$ cat src/rtl/fetch_sequencer.sv
// fetch_sequencer: instruction fetch sequencer for a 64-bit RISC-V front end.
// Drives inst_address from the PC register, captures the combinational
// instruction word one edge later and hands it to IF/ID with a valid flag.
//
// Parameters:
//   PROG_BYTES        size of the loaded image in bytes (last word at PROG_BYTES-4)
// Ports:
//   clk, reset        clock, synchronous active-high reset
//   stall             IF/ID cannot accept; hold the current fetch
//   redirect          taken branch/jump; load redirect_target into PC
//   redirect_target   byte address of the next instruction
//   inst_address      address to instruction memory (copy of PC)
//   instruction       word returned by instruction memory
//   fetch_valid       fetch_pc / fetch_instruction hold a real instruction
//   fetch_pc          address of the delivered instruction
//   fetch_instruction delivered instruction word
//   fetch_count       saturating count of delivered instructions
//   halted            stopped at the end of the program image
//
// Build option: define FETCH_BOUNDS_CHECK_EN to enable end-of-image detection
// (HALT state). Without it the PC simply wraps modulo 2^64 and halted is 0.

module fetch_sequencer #(
    parameter int PROG_BYTES = 88
) (
    input  logic        clk,
    input  logic        reset,
    input  logic        stall,
    input  logic        redirect,
    input  logic [63:0] redirect_target,
    output logic [63:0] inst_address,
    input  logic [31:0] instruction,
    output logic        fetch_valid,
    output logic [63:0] fetch_pc,
    output logic [31:0] fetch_instruction,
    output logic [31:0] fetch_count,
    output logic        halted
);

    if (PROG_BYTES < 4 || (PROG_BYTES % 4) != 0) begin : g_bad_size
        $error("fetch_sequencer: PROG_BYTES must be a positive multiple of 4");
    end

`ifdef FETCH_BOUNDS_CHECK_EN
    typedef enum logic [1:0] {
        IDLE = 2'd0,
        RUN  = 2'd1,
        HALT = 2'd2
    } state_t;

    localparam logic [63:0] PROG_END = 64'(PROG_BYTES);
`else
    typedef enum logic [1:0] {
        IDLE = 2'd0,
        RUN  = 2'd1
    } state_t;
`endif

    state_t      state_q, state_d;
    logic [63:0] pc_q, pc_d;
    logic        valid_q, valid_d;
    logic [63:0] fpc_q, fpc_d;
    logic [31:0] finst_q, finst_d;
    logic [31:0] count_q, count_d;
`ifdef FETCH_BOUNDS_CHECK_EN
    logic        halted_q, halted_d;
`endif

    // Redirect targets are forced onto a word boundary.
    logic [63:0] target_aligned;
    assign target_aligned = redirect_target & ~64'h3;

    always_comb begin
        state_d  = state_q;
        pc_d     = pc_q;
        valid_d  = valid_q;
        fpc_d    = fpc_q;
        finst_d  = finst_q;
        count_d  = count_q;
`ifdef FETCH_BOUNDS_CHECK_EN
        halted_d = halted_q;
`endif
        unique case (state_q)
            IDLE: begin
                state_d = RUN;
                valid_d = 1'b0;
                if (redirect) begin
                    pc_d = target_aligned;
                end
            end
            RUN: begin
                if (redirect) begin
                    // Redirect wins over stall and inserts one bubble.
                    pc_d    = target_aligned;
                    valid_d = 1'b0;
                end
`ifdef FETCH_BOUNDS_CHECK_EN
                else if (pc_q >= PROG_END) begin
                    state_d  = HALT;
                    valid_d  = 1'b0;
                    halted_d = 1'b1;
                end
`endif
                else if (!stall) begin
                    valid_d = 1'b1;
                    fpc_d   = pc_q;
                    finst_d = instruction;
                    pc_d    = pc_q + 64'd4;
                    if (count_q != 32'hFFFF_FFFF) begin
                        count_d = count_q + 32'd1;
                    end
                end
            end
`ifdef FETCH_BOUNDS_CHECK_EN
            HALT: begin
                valid_d = 1'b0;
                // Only a redirect back into the image restarts fetching.
                if (redirect && (target_aligned < PROG_END)) begin
                    pc_d     = target_aligned;
                    halted_d = 1'b0;
                    state_d  = RUN;
                end
            end
`endif
            default: begin
                state_d = IDLE;
            end
        endcase
    end

    always_ff @(posedge clk) begin
        if (reset) begin
            state_q  <= IDLE;
            pc_q     <= 64'd0;
            valid_q  <= 1'b0;
            fpc_q    <= 64'd0;
            finst_q  <= 32'd0;
            count_q  <= 32'd0;
`ifdef FETCH_BOUNDS_CHECK_EN
            halted_q <= 1'b0;
`endif
        end else begin
            state_q  <= state_d;
            pc_q     <= pc_d;
            valid_q  <= valid_d;
            fpc_q    <= fpc_d;
            finst_q  <= finst_d;
            count_q  <= count_d;
`ifdef FETCH_BOUNDS_CHECK_EN
            halted_q <= halted_d;
`endif
        end
    end

    assign inst_address      = pc_q;
    assign fetch_valid       = valid_q;
    assign fetch_pc          = fpc_q;
    assign fetch_instruction = finst_q;
    assign fetch_count       = count_q;
`ifdef FETCH_BOUNDS_CHECK_EN
    assign halted            = halted_q;
`else
    assign halted            = 1'b0;
`endif

endmodule
$ cat config.mk
export PLATFORM = sky130hd
export DESIGN_NAME = fetch_sequencer
export DESIGN_NICKNAME = d
export VERILOG_FILES = /design/src/rtl/fetch_sequencer.sv
export SDC_FILE = /design/constraint.sdc
export NUM_CORES = 1
export LEC_CHECK = 0
export CORE_UTILIZATION = 40
export DETAILED_ROUTE_END_ITERATION = 10
export PLACE_DENSITY = 0.72
export SLEW_MARGIN = 20
export SYNTH_ARGS = -nofsm -noshare
export SYNTH_HDL_FRONTEND = slang
export SYNTH_SLANG_ARGS = --single-unit
$ cat constraint.sdc
create_clock -name clk -period 5.35 [get_ports clk]
set_input_delay 1.07 -clock clk [delete_from_list [all_inputs] [get_ports clk]]
set_output_delay 1.07 -clock clk [all_outputs]
set_load 0.05 [all_outputs]
=== After elaboration in Yosys (flattened, before gate mapping) ===
Index checks and enable logic that the tools add are counted.

* Register bits after elaboration: 195
* Input bits: 100
* Output and inout port bits: 194
* Logic and storage cells: 28

* Add/sub/neg operators: 2
* Equal/unequal tests: 4
* Mux-type cells: 8
* Bitwise operators: 2
* Reduce and logical (&&, ||, !) cells: 6

{| class="wikitable"
|+ Operators with widths
! operator !! number
|-
| two-way mux 64 bit || 3
|-
| one-hot mux 64 bit (2 select lines) || 1
|-
| adder 64 x 3 -> 64 bit (second input constant) || 1
|-
| adder 32 x 1 -> 32 bit (second input constant) || 1
|-
| != test 32 bit (second input constant) || 1
|-
| AND reduction 3 bit || 2
|-
| one-hot mux 2 bit (2 select lines) || 1
|-
| AND reduction 4 bit || 1
|-
| != test 3 bit (second input constant) || 1
|-
| == test 2 x 1 -> 1 bit (second input constant) || 1
|-
| zero test 2 bit || 1
|-
| two-way mux 1 bit || 2
|-
| != test 2 bit (second input constant) || 1
|-
| inverter 1 bit || 2
|-
| one-hot mux 1 bit (2 select lines) || 1
|-
| AND reduction 2 bit || 1
|-
| nonzero test 2 bit || 1
|}

=== Longest topological paths before layout ===
Gate-level depths: netlist of the first run.

* Depth in word-level cells: 4
* Depth in mapped cells: 7
* Gate-level depth less buffers: 6

=== Worst setup path after synthesis of the first run ===
Ideal clock, no wire load.

* Kind: input port to flip-flop
* Start: input stall
* End: register pc_q[61], in the netlist inst_address[61]
* Library setup time: 91 ps
* Data arrival time: 2806 ps
* Required time: 5259 ps
* Slack: 2454 ps
* Stages: 7
* Buffers on the path: 2
* Cells stage by stage: nand2b_1 -> clkbuf_1 -> nor3_1 -> nand4_1 -> buf_2 -> or4_1 -> a311oi_1

* Word-level cells in the longest chain between the ends: 2

{| class="wikitable"
|+ RTL lines
! element !! line !! text
|-
| start: declaration || 28 || <nowiki>input logic stall,</nowiki>
|-
| != test 3 bit (no source line) || - ||
|-
| AND reduction 3 bit (no source line) || - ||
|-
| end signal: assignment || 144 || <nowiki>pc_q <= pc_d;</nowiki>
|-
| end: declaration || 60 || <nowiki>logic [63:0] pc_q, pc_d;</nowiki>
|}

No other way between the ends.
A chain may end at the register's enable or synchronous reset.

=== Worst setup path after layout of the first run ===
* Start: input stall
* End: register pc_q[34], in the netlist inst_address[34]

The elaborated chain is that of the path after synthesis.

==> impl_metrics.tcl, run 1 <==
set metrics [dict create \
    root_buffer "clkbuf_16" \
    min_path_type "reg2reg" \
    cp_cell_sequence "clkdlybuf4s50_1 -> nand2b_1 -> nor3_1 -> nand3_1 -> or4_1 -> a311oi_1" \
    syn-instance-count 1100 \
    ys_top_cells_by_area "dfxtp_1 (44%), nand2_1 (10%), a21oi_1 (6.9%)" \
    grt_max_degree 111 \
    chipWidth_um 149 \
    rows 53 \
    worstSetupPathType "in2reg" \
    first_iter_violations 523 \
    path_buf_inv 1 \
    routed_wl_um 27600 \
    gr-total-overflow 0 \
    grt_antenna_before_repair 1 \
    clock_sinks 190 \
    cp_data_arrival_time_ps 4080 \
    worstHoldEndpoint "fetch_instruction[7]" \
    crit_path_end_kind "flop" \
    clk_path_buf_depth 2 \
    clk_pin_slew_worst_paths_ps 70 \
    timing.final.crit_share_pct 70.0 \
    num_io_pins 294 \
    clk_latency_ps 430 \
    cp.required_ps 5680 \
    finalSetupTns_ps 0 \
    chipHeight_um 149 \
    synth_edf_count 0 \
    peakVddDrop_mv 0.203 \
    grt_pass1_wl_um 42400 \
    dr_total_vias 8803 \
    crit_family "simple AND/OR/NAND/NOR gates" \
    crit_path_start "stall" \
    startpoint_type "input pin" \
    syn_avg_cell_area_um2 7.87 \
    drcViolationCount 0 \
    rsz0062_at_grt "false" \
    relSlewSlack_pct 39.2 \
    stdcell_area_um2 12200 \
    ys_seq_area_share_pct 44.0 \
    syn_area_um2 8650 \
    cap_violations 0 \
    fin_nets 1441 \
    port_buffers 286 \
    hold_viol 0 \
    status "finished, final reports clean" \
    postCtsHoldBufs 0 \
    netlist.area_leader.share_pct 44.0 \
    post_dp_cell_area_um2 11600 \
    area_growth_pct 41.4 \
    worst_path_max_delay_cell "or4_1" \
    wire_per_inst_um 17.0 \
    cts_made_buffers 17 \
    initial_core_util_pct 41.0 \
    power_w 0.00334 \
    synthArstFlopShare_pct 0 \
    p_leak_nw 3.94 \
    die_area_um2 22200 \
    min_from "fetch_instruction[7]" \
    h-tree-depth 4 \
    dp_hpwl_um 19500 \
    ys_ff_latch 190 \
    drtPass1Iterations 5 \
    grt_util_all_layers_pct 24.2 \
    max_freq_mhz 267 \
    detail-route-antenna-nets 0 \
    routed_via_density 5.41 \
    place_congestion 0.819 \
    min_period_ps 3740 \
    drv_slew 0 \
    cts_tree "done" \
    post_cts_buffers 0 \
    ff2ff_setup_slack_ps 2320 \
    drive_gt1_share_pct 4.07 \
    netlist-cell-type-count 54 \
    cts_resized 0 \
    fin_cells 1628 \
    r2r_start "inst_address[8]" \
    holdWs_ps 453 \
    ys.flop_type "dfxtp_1" \
    slowest_delay_ps 650 \
    core_um2 21100 \
    synth_top_area_cell "dfxtp_1" \
    crit_fanout 16 \
    worst_pin_slew_ps 910 \
    clock_skew_ps 10.2 \
    powerDensity_nw_per_um2 273 \
    grt_pass1_vias 8010 \
    reg2reg_depth 5 \
    yosysWarnings 0 \
    setup_viol 0 \
    dpl.cell_count 1595 \
    whs_path_depth 2 \
    r2r-end "inst_address[34]" \
]
[worst max path at each step]
stage	endpoint	cells after the start
global placement	inst_address[34]	6
detailed placement	inst_address[38]	6
finish	inst_address[34]	6
floorplan	inst_address[61]	7
global route	inst_address[44]	6
CTS	inst_address[34]	6
[per-layer routing]
layer  vias to the layer above  global-route usage (%)  share of wire, %
met2                       279                    40.3                48
met1                      4081                    30.8                44
li1                       4415                       -                 -
met3                        28                    6.06               6.8
met5                         -                       0                 0
met4                         0                    6.99               1.4
[layout make-up]
| type | instances | area, µm² |
|---|---|---|
| inverters | 19 | 72.6 |
| clock buffers | 19 | 443 |
| diodes | 1 | 2.50 |
| multi-input cells | 817 | 4480 |
| well taps | 275 | 344 |
| repair buffers | 294 | 2940 |
| fillers | 1977 | 8850 |
| clock inverters | 13 | 149 |
| flip-flops and latches | 190 | 3800 |
[tightest hold or removal path, stage by stage (launching register included)]
cell     delay [ps]
dfxtp_1         310
nand2_1          50
a21oi_1          50
[cells in the mapped netlist (5+ instances only)]
library cell and number:
a211oi_1 19, inv_1 19, and3_1 7, xor2_1 13, nor3_1 20, nor2b_1 6
or4_1 30, o31ai_1 21, buf_2 5, o21ai_0 24, and2_1 5, nand3_1 44
mux2i_1 5, a21oi_1 119, nand4_1 41, nor2_1 81, nand2b_1 6, dfxtp_1 190
or3_1 18, xnor2_1 19, clkbuf_1 63, and4_1 9, nand2_1 232, buf_4 5
nor4_1 18, a311oi_1 25, buf_1 5, o31a_1 6
[kinds of logic (layout without fill, tap and decap cells)]
| kind of cell | Yosys count | after routing | share of synthesized area (%) |
|---|---|---|---|
| AO/OA/AOI/OAI | 239 | 239 | 17.3 |
| flip-flops | 190 | 190 | 44.0 |
| XOR/XNOR | 32 | 32 | 3.24 |
| adder cells (fa/ha/maj) | 2 | 2 | 0.289 |
| other | 1 | 6 | 0.0433 |
| AND/OR/NAND/NOR | 530 | 530 | 29.6 |
| buffers and inverters | 97 | 345 | 4.50 |
| multiplexers | 9 | 9 | 1.10 |
[power by group]
| part | switching [W] | total, W | internal [W] |
|---|---|---|---|
| Clock | 0.000612 | 0.00129 | 0.000677 |
| Sequential | 0.0000735 | 0.00154 | 0.00146 |
| Combinational | 0.000319 | 0.000514 | 0.000196 |
[flip-flops by register name, indices dropped and copies added, names as in the netlist]
| register | flops |
|---|---|
| fetch_pc | 62 |
| fetch_instruction | 32 |
| inst_address | 62 |
| state_q | 1 |
| fetch_count | 32 |
| fetch_valid | 1 |
[layout by cell type, fill, tap and decap left out, types with 3 or more instances in the layout]
cell and instances:
o211ai_1 3, inv_1 18, xor2_1 13, nand4_1 41, o21a_1 4, nor2_1 81, a2111oi_0 4, inv_8 3
dfxtp_1 190, a21oi_1 119, xnor2_1 19, nor4_1 18, buf_4 7, inv_6 3, a311oi_1 25, o21ai_0 24
or4_1 30, mux2i_1 5, mux2_2 3, o31a_1 6, nor3_1 20, nand2b_1 6, o31ai_1 21, nand2_1 232
a211oi_1 19, or3_1 18, and4_1 9, clkinv_4 4, o311a_1 4, nand3_1 44, conb_1 5, and2_1 5
a31oi_1 4, nor2b_1 6, clkdlybuf4s50_1 285, and3_1 7, clkbuf_16 17
[stage by stage]
stage,utilization (%),setup WS [ps]
2_1_floorplan,-,2450
3_3_place_gp,55.2,1300
3_5_place_dp,55.2,1180
4_1_cts,58.0,1640
5_1_grt,58.0,1480
6_report,58.0,1610
Note: power is estimated with default switching activity, not from simulation.
==> run 2, diff against run 1 <==
PLACE_DENSITY = 0.75   (was 0.72)
clock period = 3.36 ns   (was 5.35 ns; I/O delays follow)
==> impl_metrics.tcl, run 2 (same netlist as run 1, synthesis figures left out) <==
set metrics [dict create \
    dp_hpwl_um 20100 \
    drive_gt1_share_pct 5.47 \
    layout.cells.most_common "clkdlybuf4s50_1" \
    power_switching_w 0.00159 \
    routed_via_density 5.47 \
    p_comb_share_pct 16.3 \
    swShare_pct 30.5 \
    chipWidth_um 149 \
    clk_path_buf_depth 2 \
    place_congestion 0.878 \
    powerDensity_nw_per_um2 423 \
    rows 53 \
    postCtsHoldBufs 0 \
    routed_wl_um 28100 \
    clock_sinks 190 \
    cap_violations 0 \
    core_um2 21100 \
    min_period_ps 2770 \
    fin_nets 1460 \
    worst_pin_slew_ps 979 \
    initial_core_util_pct 41.0 \
    grt_pass1_vias 8458 \
    final_cell_mix "clkdlybuf4s50_1 (285), nand2_1 (232), dfxtp_1 (190)" \
    rsz0062_at_grt "false" \
    cp_cell_sequence "clkdlybuf4s50_1 -> nor2b_1 -> nand3_2 -> or4_1 -> or4_1 -> a311oi_1" \
    die_area_um2 22200 \
    cp.required_ps 3690 \
    root_buffer "clkbuf_16" \
    drtPass1Iterations 5 \
    setup_viol 0 \
    status "finished, final reports clean" \
    slowest_delay_ps 670 \
    internal_power_w 0.00363 \
    grt_antenna_before_repair 5 \
    h-tree-depth 4 \
    drv_slew 0 \
    num_io_pins 294 \
    dr_total_vias 9021 \
    timing.final.crit_share_pct 82.3 \
    crit_path_end_kind "flop" \
    detail-route-antenna-nets 0 \
    crit_fanout 7 \
    first_iter_violations 475 \
    holdWs_ps 453 \
    worst_path_max_delay_cell "or4_1" \
    grt_pass1_wl_um 44200 \
    startpoint_type "input pin" \
    fillCellCount 1950 \
    hold_viol 0 \
    p_leak_nw 4.01 \
    peakVddDrop_mv 0.326 \
    clock_skew_ps 13.3 \
    cp_data_arrival_time_ps 3100 \
    chipHeight_um 149 \
    cts_resized 0 \
    max_freq_mhz 362 \
    area_growth_pct 42.6 \
    worstSetupPathType "in2reg" \
    relSlewSlack_pct 34.1 \
    cts_made_buffers 17 \
    grt_max_degree 69 \
    clk_pin_slew_worst_paths_ps 70 \
    port_buffers 286 \
    grt_util_all_layers_pct 25.1 \
    gr-total-overflow 0 \
    wire_per_inst_um 17.0 \
    drcViolationCount 0 \
    clk_latency_ps 430 \
    finalSetupTns_ps 0 \
    critPathMostFrequentCell "or4_1" \
    cts_tree "done" \
    pwr-share-clk_pct 37.1 \
    pwr-share-seq_pct 46.6 \
    post_cts_buffers 0 \
    min_path_type "reg2reg" \
]
## run 2: worst max-delay path: cells and delay by family
family          cells  cell delay (ps)
buf+inv             1              530
compound gates      1              280
simple gates        4             1610
## run 2: metrics by stage
step | instance area, µm² | utilization (%) | setup WS (ps) | total power, W | cells
after floorplan | 8670 | - | 684 | 0.00297 | 1104
after global placement | 11800 | 55.9 | 265 | 0.00333 | 1614
after detailed placement | 11800 | 55.9 | 181 | 0.00334 | 1614
after CTS | 12300 | 58.5 | 612 | 0.00527 | 1646
after global routing | 12300 | 58.5 | 439 | 0.00543 | 1647
final | 12300 | 58.5 | 594 | 0.00522 | 1648
## run 2: power by group through the flow
stage | Sequential, W | Combinational, W | Clock [W]
final | 0.00243 | 0.000850 | 0.00194
after floorplan | 0.00274 | 0.000230 | 0
after global placement | 0.00248 | 0.000844 | 0
after detailed placement | 0.00248 | 0.000851 | 0
after CTS | 0.00243 | 0.000854 | 0.00199
after global routing | 0.00245 | 0.000901 | 0.00208
## run 2: area by class of cell
cell class	instances	area, µm²	area share, %
multi-input combinational	817	4480	36.3
sequential	190	3800	30.8
timing repair buffer	313	3080	25.0
clock buffer	17	425	3.45
tap	275	344	2.79
clock inverter	15	128	1.03
inverter	19	71.3	0.578
antenna	2	5.00	0.0406
## run 2: worst paths after layout
| kind | slack [ps] | startpoint | to | cells past startpoint |
|---|---|---|---|---|
| setup / recovery | 590 | stall | inst_address[56] | 6 |
| hold / removal | 450 | fetch_instruction[31] | fetch_instruction[31] | 2 |
| setup reg to reg | 610 | inst_address[4] | inst_address[63] | 5 |
| hold reg to reg | 450 | fetch_instruction[31] | fetch_instruction[31] | 2 |
## run 2: layer usage
| layer | vias up | share of wire, % | GRT usage, % |
|---|---|---|---|
| met5 | - | 0.14 | 0 |
| met1 | 4203 | 43 | 31.4 |
| li1 | 4452 | - | - |
| met2 | 313 | 48 | 41.3 |
| met3 | 47 | 7.8 | 7.03 |
| met4 | 6 | 1.8 | 8.47 |
